File: config.mk
export PLATFORM = sky130hd
export DESIGN_NAME = ara_inval_bcast
export DESIGN_NICKNAME = d
export VERILOG_FILES = /design/src/rtl/ara_pkg.sv /design/src/rtl/fifo_v3.sv /design/src/rtl/ara_inval_bcast.sv
export SDC_FILE = /design/constraint.sdc
export NUM_CORES = 1
export LEC_CHECK = 0
export ABC_AREA = 1
export CORE_UTILIZATION = 38
export DETAILED_ROUTE_END_ITERATION = 8
export PLACE_DENSITY = 0.51
export SYNTH_ARGS = -nofsm -noshare
export SYNTH_HDL_FRONTEND = slang
export SYNTH_SLANG_ARGS = --single-unit
File: constraint.sdc
create_clock -name clk_i -period 7.7 [get_ports clk_i]
set_input_delay 1.925 -clock clk_i [delete_from_list [all_inputs] [get_ports clk_i]]
set_output_delay 1.925 -clock clk_i [all_outputs]
set_load 0.03 [all_outputs]
File: src/rtl/ara_pkg.sv
// Shared types and AXI constants for the Ara coherence helpers.
package ara_pkg;

   // Invalidation splitter states.
   typedef enum logic [1:0] {
      StIdle,
      StLoad,
      StBcast
   } inval_state_e;

   // AXI4 AxBURST encodings.
   localparam logic [1:0] BurstFixed = 2'b00;
   localparam logic [1:0] BurstIncr  = 2'b01;
   localparam logic [1:0] BurstWrap  = 2'b10;

endpackage

File: src/rtl/fifo_v3.sv
// Synchronous FIFO (common_cells fifo_v3 interface), optional fall-through.
module fifo_v3 #(
   parameter bit          FallThrough = 1'b0,
   parameter int unsigned DATA_WIDTH  = 32,
   parameter int unsigned DEPTH       = 8,
   parameter int unsigned ADDR_DEPTH  = (DEPTH > 1) ? $clog2(DEPTH) : 1
) (
   input  logic                  clk_i,
   input  logic                  rst_ni,
   input  logic                  flush_i,
   input  logic                  testmode_i,
   output logic                  full_o,
   output logic                  empty_o,
   output logic [ADDR_DEPTH-1:0] usage_o,
   input  logic [DATA_WIDTH-1:0] data_i,
   input  logic                  push_i,
   output logic [DATA_WIDTH-1:0] data_o,
   input  logic                  pop_i
);

   localparam logic [ADDR_DEPTH:0]   FullCnt = (ADDR_DEPTH + 1)'(DEPTH);
   localparam logic [ADDR_DEPTH-1:0] LastIdx = ADDR_DEPTH'(DEPTH - 1);

   logic [ADDR_DEPTH-1:0] wr_ptr_q, rd_ptr_q;
   logic [ADDR_DEPTH:0]   cnt_q;
   logic [DATA_WIDTH-1:0] mem_q [DEPTH];
   logic                  cnt_zero, bypass, do_push, do_pop, store, fetch;
   logic                  unused_testmode;

   assign unused_testmode = testmode_i;
   assign cnt_zero = (cnt_q == '0);
   assign full_o   = (cnt_q == FullCnt);
   assign empty_o  = cnt_zero & ~(FallThrough & push_i);
   assign usage_o  = cnt_q[ADDR_DEPTH-1:0];
   assign data_o   = (FallThrough && cnt_zero) ? data_i : mem_q[rd_ptr_q];

   assign do_push = push_i & ~full_o;
   assign do_pop  = pop_i & ~empty_o;
   // In fall-through mode a push and pop on an empty FIFO never touch storage.
   assign bypass  = FallThrough & cnt_zero & do_push & do_pop;
   assign store   = do_push & ~bypass;
   assign fetch   = do_pop & ~bypass;

   // Pointer and occupancy bookkeeping.
   always_ff @(posedge clk_i or negedge rst_ni) begin
      if (!rst_ni) begin
         wr_ptr_q <= '0;
         rd_ptr_q <= '0;
         cnt_q    <= '0;
      end else if (flush_i) begin
         wr_ptr_q <= '0;
         rd_ptr_q <= '0;
         cnt_q    <= '0;
      end else begin
         if (store) wr_ptr_q <= (wr_ptr_q == LastIdx) ? '0 : wr_ptr_q + 1'b1;
         if (fetch) rd_ptr_q <= (rd_ptr_q == LastIdx) ? '0 : rd_ptr_q + 1'b1;
         if (store && !fetch)      cnt_q <= cnt_q + 1'b1;
         else if (!store && fetch) cnt_q <= cnt_q - 1'b1;
      end
   end

   // Storage array, no reset needed.
   always_ff @(posedge clk_i) begin
      if (store) mem_q[wr_ptr_q] <= data_i;
   end

endmodule

File: src/rtl/ara_inval_bcast.sv
// Snoops Ara AW traffic and broadcasts per-line L1 invalidations to CVA6 harts.
module ara_inval_bcast
   import ara_pkg::*;
#(
   parameter int unsigned NrHarts     = 1,
   parameter int unsigned AddrWidth   = 64,
   parameter int unsigned L1LineWidth = 16,
   parameter int unsigned MaxTxns     = 4
) (
   input  logic                 clk_i,
   input  logic                 rst_ni,
   input  logic                 en_i,
   input  logic [NrHarts-1:0]   hart_mask_i,
   input  logic                 slv_aw_valid_i,
   output logic                 slv_aw_ready_o,
   input  logic [AddrWidth-1:0] slv_aw_addr_i,
   input  logic [7:0]           slv_aw_len_i,
   input  logic [2:0]           slv_aw_size_i,
   input  logic [1:0]           slv_aw_burst_i,
   output logic                 mst_aw_valid_o,
   input  logic                 mst_aw_ready_i,
   output logic [AddrWidth-1:0] inval_addr_o,
   output logic [NrHarts-1:0]   inval_valid_o,
   input  logic [NrHarts-1:0]   inval_ready_i,
   output logic                 busy_o
);

   localparam int unsigned EntryWidth = AddrWidth + 13;
   localparam int unsigned UsageWidth = (MaxTxns > 1) ? $clog2(MaxTxns) : 1;
   localparam logic [AddrWidth-1:0] LineStep = AddrWidth'(L1LineWidth);
   localparam logic [AddrWidth-1:0] LineMask = ~(AddrWidth'(L1LineWidth - 1));
   localparam logic [AddrWidth:0]   WideOne  = (AddrWidth + 1)'(1);

   inval_state_e state_q;
   logic [AddrWidth-1:0] cur_line_q, end_line_q, last_line_q;
   logic                 last_valid_q, en_q;
   logic [NrHarts-1:0]   pending_q;

   logic                  aw_open, fifo_full, fifo_empty, fifo_push, fifo_pop;
   logic [EntryWidth-1:0] fifo_wdata, fifo_rdata;
   logic [UsageWidth-1:0] fifo_usage_unused;

   logic [AddrWidth-1:0] e_addr;
   logic [7:0]           e_len;
   logic [2:0]           e_size;
   logic [1:0]           e_burst;
   logic [15:0]          span_bytes;
   logic [AddrWidth:0]   wide_bytes, span_end_ext;
   logic [AddrWidth-1:0] span_start, start_line, end_line_n;
   logic                 en_fall, skip_load, retire, more_work;

   // AW handshake is only gated while coherence is on and the capture FIFO is full.
   assign aw_open        = ~en_i | ~fifo_full;
   assign mst_aw_valid_o = slv_aw_valid_i & aw_open;
   assign slv_aw_ready_o = mst_aw_ready_i & aw_open;
   assign fifo_push      = slv_aw_valid_i & slv_aw_ready_o & en_i;
   assign fifo_pop       = (state_q == StLoad);
   assign fifo_wdata     = {slv_aw_addr_i, slv_aw_len_i, slv_aw_size_i, slv_aw_burst_i};

   fifo_v3 #(
      .FallThrough (1'b0),
      .DATA_WIDTH  (EntryWidth),
      .DEPTH       (MaxTxns)
   ) i_aw_fifo (
      .clk_i      (clk_i),
      .rst_ni     (rst_ni),
      .flush_i    (1'b0),
      .testmode_i (1'b0),
      .full_o     (fifo_full),
      .empty_o    (fifo_empty),
      .usage_o    (fifo_usage_unused),
      .data_i     (fifo_wdata),
      .push_i     (fifo_push),
      .data_o     (fifo_rdata),
      .pop_i      (fifo_pop)
   );

   assign {e_addr, e_len, e_size, e_burst} = fifo_rdata;
   assign span_bytes = ({8'd0, e_len} + 16'd1) << e_size;
   assign wide_bytes = {{(AddrWidth - 15){1'b0}}, span_bytes};

   // Byte span of the head entry; end is computed one bit wider and truncated.
   always_comb begin
      span_start   = e_addr;
      span_end_ext = {1'b0, e_addr};
      case (e_burst)
         BurstIncr: span_end_ext = {1'b0, e_addr} + wide_bytes - WideOne;
         BurstWrap: begin
            span_start   = e_addr & ~(wide_bytes[AddrWidth-1:0] - LineStep + LineStep - 1'b1);
            span_end_ext = {1'b0, span_start} + wide_bytes - WideOne;
         end
         default: ;
      endcase
   end

   assign start_line = span_start & LineMask;
   assign end_line_n = span_end_ext[AddrWidth-1:0] & LineMask;

   assign en_fall   = en_q & ~en_i;
   assign skip_load = last_valid_q & ~en_fall & (start_line == last_line_q);
   assign retire    = (state_q == StBcast) && ((pending_q & ~inval_ready_i) == '0);
   assign more_work = ~fifo_empty | fifo_push;

   // Splitter FSM: pop an entry, then walk its lines one handshake round at a time.
   always_ff @(posedge clk_i or negedge rst_ni) begin
      if (!rst_ni) begin
         state_q      <= StIdle;
         cur_line_q   <= '0;
         end_line_q   <= '0;
         last_line_q  <= '0;
         last_valid_q <= 1'b0;
         pending_q    <= '0;
         en_q         <= 1'b0;
      end else begin
         en_q <= en_i;
         case (state_q)
            StIdle: begin
               if (more_work) state_q <= StLoad;
            end
            StLoad: begin
               cur_line_q <= start_line;
               end_line_q <= end_line_n;
               // A line just invalidated by the previous entry is not sent again.
               pending_q  <= skip_load ? '0 : hart_mask_i;
               state_q    <= StBcast;
            end
            StBcast: begin
               pending_q <= pending_q & ~inval_ready_i;
               if (retire) begin
                  last_line_q  <= cur_line_q;
                  last_valid_q <= 1'b1;
                  if (cur_line_q == end_line_q) begin
                     state_q <= more_work ? StLoad : StIdle;
                  end else begin
                     cur_line_q <= cur_line_q + LineStep;
                     pending_q  <= hart_mask_i;
                  end
               end
            end
            default: state_q <= StIdle;
         endcase
         if (en_fall) last_valid_q <= 1'b0;
      end
   end

   assign inval_valid_o = {NrHarts{state_q == StBcast}} & pending_q;
   assign inval_addr_o  = cur_line_q;
   assign busy_o        = ~fifo_empty | (state_q != StIdle);

endmodule

After elaboration in Yosys (flattened, before gate mapping)
Memories as Yosys holds them, arrays and structs flattened.
Index checks and enable logic that the tools add are counted.

word-level totals
  bits in writable memories = 308
  bits of input ports = 84
  logic and storage cells = 99
  memories = 1
  register bits after elaboration = 200

operators by class
  equal/unequal tests = 13
  reduce and logical (&&, ||, !) cells = 16
  bitwise operators = 22
  shift-type cells = 1
  muxes and demuxes = 23
  add/sub/neg operators = 13

memory list
  memory           words  width  rd ports  clocked after Yosys merged registers in  write ports  line           RTL
  i_aw_fifo.mem_q  4      77     1         0                                        1            fifo_v3.sv:26  logic [DATA_WIDTH-1:0] mem_q [DEPTH];

operators by type and width
  cell                   number
  $pmux 64 s2            2
  $mux 64                3
  $add 64x16->64         2
  $eq 64x64->1           2
  $sub 64x1->64 const B  2
  $add 64x5->64 const B  1
  $and 64x64->64         1
  $not 64->64            1
  $sub 18x2->19 const B  1
  $add 17x6->18 const B  1
  $sub 16x5->17 const B  1
  $shl 9x3->16           1
  $and 1x1->1            11
  $mux 2                 5
  $reduce_bool 2->1      5
  $add 8x1->9 const B    1
  $mux 1                 9
  $eq 2x2->1 const B     4
  $mux 3                 2
  $ne 2x2->1 const B     3
  $not 1->1              6
  $pmux 2 s3             1
  $reduce_and 3->1       2
  $add 2x1->2 const B    2
  12 further kinds       19

Logic depth before layout (Yosys ltp)
Gate-level depths: netlist (run 1).
An unclocked memory read counts as a cell.

  depth in word-level cells = 13
  mapped depth = 50
  mapped depth without buffers = 48

Modules after synthesis
A second synthesis (run 1) with hierarchy kept.

second synthesis, totals
  cell total of the unflattened synthesis = 4569
  area total of the unflattened synthesis = 34327.9 sq um

modules (own cells, without submodules)
  module           area each (sq um)  cells each  times used
  ara_inval_bcast  22457.8            3758        1
  fifo_v3          11870.1            811         1

Worst setup path after synthesis (run 1)
Ideal clock, no wire load.

  kind = input -> register
  start point = in en_i
  end point = mem i_aw_fifo.mem_q[0][0] (netlist bit) (enable)
  arrival = 5.767 ns
  slack = 1.420 ns
  buffers on the path = 0
  stages = 5
  required time = 7.187 ns
  cell sequence = nand3_1 nand2_1 inv_1 nand3_1 nor2_1

between the ends
  longest elaborated chain between the ends = 8

RTL lines
  what                          line                   RTL
  start, declared               ara_inval_bcast.sv:12  input logic en_i,
  $not 1->1                     ara_inval_bcast.sv:53  assign aw_open = ~en_i | ~fifo_full;
  $or 1x1->1                    ara_inval_bcast.sv:53
  $and 1x1->1                   ara_inval_bcast.sv:55  assign slv_aw_ready_o = mst_aw_ready_i & aw_open;
  net slv_aw_ready_o            ara_inval_bcast.sv:15  output logic slv_aw_ready_o,
  $and 1x1->1 (2 in a row)      ara_inval_bcast.sv:56  assign fifo_push = slv_aw_valid_i & slv_aw_ready_o & en_i;
  $and 1x1->1                   fifo_v3.sv:37          assign do_push = push_i & ~full_o;
  $mux 1                        fifo_v3.sv:64          if (store) mem_q[wr_ptr_q] <= data_i;
  $mux 1 (not written as such)  fifo_v3.sv:64
  end, declared                 fifo_v3.sv:26

The timed path passes the listed nets, and every way through them passes these cells.

Worst setup path in the final report (run 1)
  start point = reg i_aw_fifo.rd_ptr_q[0]
  end point = reg end_line_q[24]

between the ends
  longest elaborated chain between the ends = 11
  elaborated cells between the ends (all ways) = 15
  those cells by class = 8 x add/sub; 2 x eq/ne; 1 x shift; 1 x mux; 2 x bitwise; 1 x memory

RTL lines
  what                    line                    RTL
  start, declared         fifo_v3.sv:24           logic [ADDR_DEPTH-1:0] wr_ptr_q, rd_ptr_q;
  start signal, assigned  fifo_v3.sv:56           if (fetch) rd_ptr_q <= (rd_ptr_q == LastIdx) ? '0 : rd_ptr_q + 1'b1;
  $mem_v2 4x77 *          --
  $add 8x1->9             ara_inval_bcast.sv:79   assign span_bytes = ({8'd0, e_len} + 16'd1) << e_size;
  $shl 9x3->16            ara_inval_bcast.sv:79
  $sub 16x5->17           ara_inval_bcast.sv:89   span_start = e_addr & ~(wide_bytes[AddrWidth-1:0] - LineStep + LineStep - 1'b1);
  $add 17x6->18           ara_inval_bcast.sv:89
  $sub 18x2->19           ara_inval_bcast.sv:89
  $not 64->64             ara_inval_bcast.sv:89
  $and 64x64->64          ara_inval_bcast.sv:89
  $add 64x16->64          ara_inval_bcast.sv:90   span_end_ext = {1'b0, span_start} + wide_bytes - WideOne;
  $sub 64x1->64           ara_inval_bcast.sv:90
  $pmux 64 s2 *           ara_inval_bcast.sv:86   case (e_burst)
  end signal, assigned    ara_inval_bcast.sv:122  end_line_q <= end_line_n;
  end, declared           ara_inval_bcast.sv:35   logic [AddrWidth-1:0] cur_line_q, end_line_q, last_line_q;

Mark *: on every way between the ends. The rest lies on a longest branch, timed or not.
A chain may end at the register's enable or synchronous reset.

==> results.json, run 1 <==
{
  "place.detailed.hpwl_mm": 91.5,
  "cp.arrival_ns": 7.37,
  "grt_usage_pct": 26.3,
  "final.setup_skew_ns": 0.0369,
  "path_buf_inv": 5,
  "yosys_warnings": 0,
  "cts_buffers": 58,
  "synth_edf_count": 308,
  "coreArea_um2": 88800,
  "antenna_cells": 0,
  "path_class": "register to register",
  "cts_sinks": 500,
  "vias": 31628,
  "synth_top_area_cell": "edfxtp_1",
  "hold_viol_final": 0,
  "worst_pin_slew_ns": 1.37,
  "nNetsFinal": 4883,
  "period_needed_ns": 6.90,
  "grt_pass1_wl_mm": 183,
  "drtIter0Drc": 2802,
  "wl_per_cell_um": 20.6,
  "start_util_pct": 38.6,
  "cts_tree": "built",
  "rsz0062_at_grt": "no",
  "syn_area_um2": 34200,
  "hold_path.class": "register to register",
  "synth_seq_area_share_pct": 41.1,
  "ys_types": 66,
  "setup_violations": 0,
  "cp_common_cell": "nand2_1",
  "rows": 109,
  "antenna_left": 0,
  "post_drt_via_cell_ratio": 5.38,
  "drc": 0,
  "io_buffers": 147,
  "syn_to_final_growth_pct": 13.9,
  "cts_root_buf": "clkbuf_16",
  "startpoint_type": "register",
  "maxClockFrequency_mhz": 145,
  "endpoint_kind": "register",
  "dr.pass1.iters": 7,
  "drive_gt1_share_pct": 7.47,
  "yosys_register_bits": 500,
  "path_clk_slew_ns": 0.06,
  "synth_cells": 4546,
  "timing.slew.headroom_pct": 8.34,
  "synth_area_leaders": "edfxtp_1 27%, dfrtp_1 14%, nand2_1 14%",
  "place.gp.congestion": 0.995,
  "postCtsHoldBufs": 0,
  "first_global_vias": 29346,
  "tns_ns": 0,
  "crit_family": "simple AND/OR/NAND/NOR gates",
  "avgSynthCellArea_um2": 7.53,
  "grt_max_degree": 87,
  "slowest_stage": "dfrtp_4",
  "async_reset_ff_share_pct": 38.4,
  "ios": 152,
  "synth_top_cell_area_share_pct": 27.0,
  "clock_latency_ns": 0.65,
  "ys.flop_type": "edfxtp_1",
  "period_share_pct": 89.5,
  "crit_fanout": 38,
  "required_ns": 8.18,
  "cap_violations": 0,
  "wirelength_mm": 121,
  "cts_max_path_buffers": 3,
  "outcome": "finished clean",
  "slew_viol_final": 0,
  "die_height_um": 302,
  "grt-ovfl-total": 0,
  "antenna_found_initial": 3,
  "max_stage_delay_ns": 0.58,
  "dieArea_um2": 91300,
  "ctsHtreeMaxLevel": 2,
  "die_width_um": 302
}
## tightest hold or removal path, stage by stage, from the launching register on
cell and delay [ns]:
dfrtp_1 0.35, nand2_1 0.06, nand2_1 0.05
## cells by family after synthesis
logic type / share of synthesized area, %
mux: 0.0658
xor+xnor: 3.97
compound gates: 15.4
flops: 41.1
other cells: 0.0110
fa+ha+maj: 4.66
buf+inv: 8.23
simple gates: 26.6
## registers in the layout, indices dropped and copies added (netlist names)
register	cells
i_aw_fifo.cnt_q	3
pending_q	1
state_q	2
i_aw_fifo.wr_ptr_q	2
i_aw_fifo.mem_q	308
en_q	1
i_aw_fifo.rd_ptr_q	2
end_line_q	60
last_line_q	60
inval_addr_o	60
last_valid_q	1
## layout make-up
type	instances	area, µm²
clock buffers	79	1610
multi-input cells	3344	17400
clock inverters	23	254
flip-flops and latches	500	14100
fillers	9202	49800
inverters	547	2070
well taps	1165	1460
repair buffers	221	2100
## per-stage QoR
step / utilization [%] / hold slack [ns] / std cells / setup slack, ns / cell area, µm²
floorplan: - / 0.461 / 4549 / 1.42 / 34200
global placement: 41.8 / 0.477 / 5776 / 0.945 / 37100
detailed placement: 41.8 / 0.482 / 5776 / 0.774 / 37100
CTS: 43.9 / 0.497 / 5878 / 0.725 / 39000
global route: 43.9 / 0.519 / 5879 / 0.0387 / 39000
finish: 43.9 / 0.493 / 5879 / 0.805 / 39000
## Yosys cell counts, types with 27 or more instances
cell type / number
dfrtp_1: 192
nand3_1: 290
inv_2: 37
nor3_1: 38
xnor2_1: 50
nor2_1: 336
nand2_2: 43
clkbuf_1: 96
inv_1: 502
a21oi_1: 342
o21ai_1: 41
o21ai_0: 315
a31oi_1: 49
ha_1: 126
nand4_1: 60
nand2_1: 1238
a32oi_1: 48
edfxtp_1: 308
xor2_1: 105
o211ai_1: 27
## path summary, 6_finish.rpt
kind	startpoint	endpoint	slack, ns	cells past startpoint
setup / recovery	i_aw_fifo.rd_ptr_q[0]	end_line_q[24]	0.80	40
hold / removal	last_line_q[60]	last_line_q[60]	0.49	2
setup reg to reg	i_aw_fifo.rd_ptr_q[0]	end_line_q[24]	0.80	40
hold reg to reg	last_line_q[60]	last_line_q[60]	0.49	2
min in group asynchronous	rst_ni	state_q[0]	1.26	1
max in group asynchronous	rst_ni	end_line_q[59]	5.19	2
## per-layer routing
layer  vias up  GRT usage (%)  share of wire [%]
li1      15512              -                  -
met3       122           3.42                6.5
met4         4           5.09                1.7
met2      1023           39.3                 43
met5         -              0              0.027
met1     14967           40.5                 49
## layout by cell type, fill, tap and decap left out, types with 12 or more instances in the layout
cell type        count
o22ai_1             26
o21a_1              15
nor2_2              23
xnor2_1             50
nand3_1            290
nor2_1             332
buf_4               68
a32oi_1             48
edfxtp_1           308
clkdlybuf4s50_1    146
or2_2               26
o21ai_0            314
clkinv_1            16
dfrtp_1            191
nand4_1             60
xor2_1             105
a31oi_1             49
ha_1               124
inv_2               38
nand2_2             43
nor2_4              12
o21ai_2             12
nand3_2             17
clkbuf_1            13
nor3_1              37
inv_1              499
a21oi_1            341
o21ai_1             41
nand2_1           1238
nor4_1              24
o211ai_1            27
clkbuf_16           58
## repair_timing
action                     CTS  global route
setup buffers                0             1
setup endpoints to repair    0            20
gates resized for setup      0             3
Power of run 1 is not shown: default switching activity piles up to over one toggle a cycle in this logic, so the estimate is an artifact.
==> run 2: changes to the inputs <==
--- a/config.mk
+++ b/config.mk
@@ -6,6 +6,7 @@
 export NUM_CORES = 1
 export LEC_CHECK = 0
 export ABC_AREA = 1
+export CORE_ASPECT_RATIO = 1.4
 export CORE_UTILIZATION = 38
 export DETAILED_ROUTE_END_ITERATION = 8
 export PLACE_DENSITY = 0.51
==> run 2 against run 1 <==
Against the previous run:
- global-route usage down 0.68 points
- clock skew about the same
- hold slack better by 0.0030 ns
- non-clock buffer count down 6
- clock-buffer cell count down 12
- final area down 0.48%
- final cell count about the same
- first-iteration DRC count down 6.6%
- utilization down 0.20 points
- critical path depth up 6
- die area about the same
- maximum frequency up 1.7%
- critical path type unchanged
==> results.json, run 2 (synthesis results as in run 1) <==
{
  "dr.pass1.iters": 6,
  "grt-ovfl-total": 0,
  "antenna_cells": 0,
  "period_share_pct": 88.1,
  "max_stage_delay_ns": 0.63,
  "cts_setup_buffers": 0,
  "grt_usage_pct": 25.7,
  "slew_viol_final": 0,
  "worst_pin_slew_ns": 1.18,
  "cts_root_buf": "clkbuf_16",
  "hold_viol_final": 0,
  "place.detailed.hpwl_mm": 90.9,
  "coreArea_um2": 88800,
  "grt_pass1_wl_mm": 181,
  "cts_sinks": 500,
  "final_cell_mix": "1238 x nand2_1, 499 x inv_1, 341 x a21oi_1, 332 x nor2_1, 314 x o21ai_0",
  "hold_path.class": "register to register",
  "antenna_left": 0,
  "startpoint_type": "register",
  "cap_violations": 0,
  "endpoint_kind": "register",
  "required_ns": 8.22,
  "fin_util_pct": 43.7,
  "antenna_found_initial": 4,
  "io_buffers": 147,
  "maxClockFrequency_mhz": 147,
  "ios": 152,
  "cts_buffers": 53,
  "rows": 129,
  "cp.arrival_ns": 7.30,
  "timing.slew.headroom_pct": 21.2,
  "drc": 0,
  "path_clk_slew_ns": 0.06,
  "vias": 31242,
  "regMostFlops": "i_aw_fifo.mem_q",
  "fill_cells": 9269,
  "tns_ns": 0,
  "wirelength_mm": 118,
  "rsz0062_at_grt": "no",
  "final.setup_skew_ns": 0.0371,
  "path_class": "register to register",
  "slowest_stage": "dfrtp_4",
  "postCtsHoldBufs": 0,
  "post_drt_via_cell_ratio": 5.31,
  "place.gp.congestion": 1.03,
  "cp_common_cell": "nand2_1",
  "final_common_cell": "nand2_1",
  "grt_max_degree": 123,
  "dieArea_um2": 91300,
  "outcome": "finished clean",
  "wl_per_cell_um": 20.1,
  "start_util_pct": 38.6,
  "ctsHtreeMaxLevel": 2,
  "period_needed_ns": 6.78,
  "largest_reg_flops": 308,
  "clock_latency_ns": 0.64,
  "drtIter0Drc": 2617,
  "die_height_um": 357,
  "first_global_vias": 29959,
  "cts_tree": "built",
  "syn_to_final_growth_pct": 13.3,
  "setup_violations": 0,
  "nNetsFinal": 4872,
  "die_width_um": 256,
  "crit_fanout": 37,
  "cts_max_path_buffers": 3,
  "drive_gt1_share_pct": 7.32
}
run 2: critical path, delay by kind of cell, from the launching register on:
kind	cells	cell delay, ns
compound gates	6	0.79
fa+ha+maj	4	1.24
buf+inv	6	0.65
flops	1	0.63
simple gates	30	3.32
run 2: final cells by class:
class                           instances  area [µm²]  area share, %
Tap cell                             1179        1480           3.80
Sequential cell                       500       14100           36.2
Clock inverter                         28         282          0.726
Inverter                              547        2070           5.33
Multi-Input combinational cell       3344       17400           44.9
Timing Repair Buffer                  215        2060           5.31
Clock buffer                           67        1420           3.66
run 2: repair_timing:
action                     in CTS  in global routing
resized for setup               0                  2
setup endpoints to repair       0                  4
hold endpoints to repair        0                  0
run 2: through the flow:
step / std cells / hold WS, ns / instance area [µm²] / setup slack (ns)
after global routing: 5880 / 0.509 / 38800 / 0.125
final: 5880 / 0.496 / 38800 / 0.919
after CTS: 5880 / 0.496 / 38800 / 0.878
after floorplan: 4549 / 0.461 / 34200 / 1.42
after global placement: 5785 / 0.476 / 37100 / 0.967
after detailed placement: 5785 / 0.480 / 37100 / 0.918
run 2: path summary, 6_finish.rpt:
kind / startpoint / end / slack, ns / depth (start not counted)
worst max-delay path: i_aw_fifo.rd_ptr_q[0] / end_line_q[61] / 0.92 / 46
worst min-delay path: i_aw_fifo.cnt_q[2] / i_aw_fifo.cnt_q[2] / 0.50 / 1
worst min register to register: i_aw_fifo.cnt_q[2] / i_aw_fifo.cnt_q[2] / 0.50 / 1
max in group asynchronous: rst_ni / inval_addr_o[63] / 5.17 / 2
worst max register to register: i_aw_fifo.rd_ptr_q[0] / end_line_q[61] / 0.92 / 46
min in group asynchronous: rst_ni / i_aw_fifo.rd_ptr_q[1] / 1.25 / 1
run 2: layer usage:
layer	up-vias	part of all wire (%)	global-route usage, %
met5	-	0.022	0
met2	792	47	43.3
met4	4	3.2	8.25
met3	165	4.2	2.25
li1	15495	-	-
met1	14786	45	34.8
Power of run 2 is left out for the same reason.
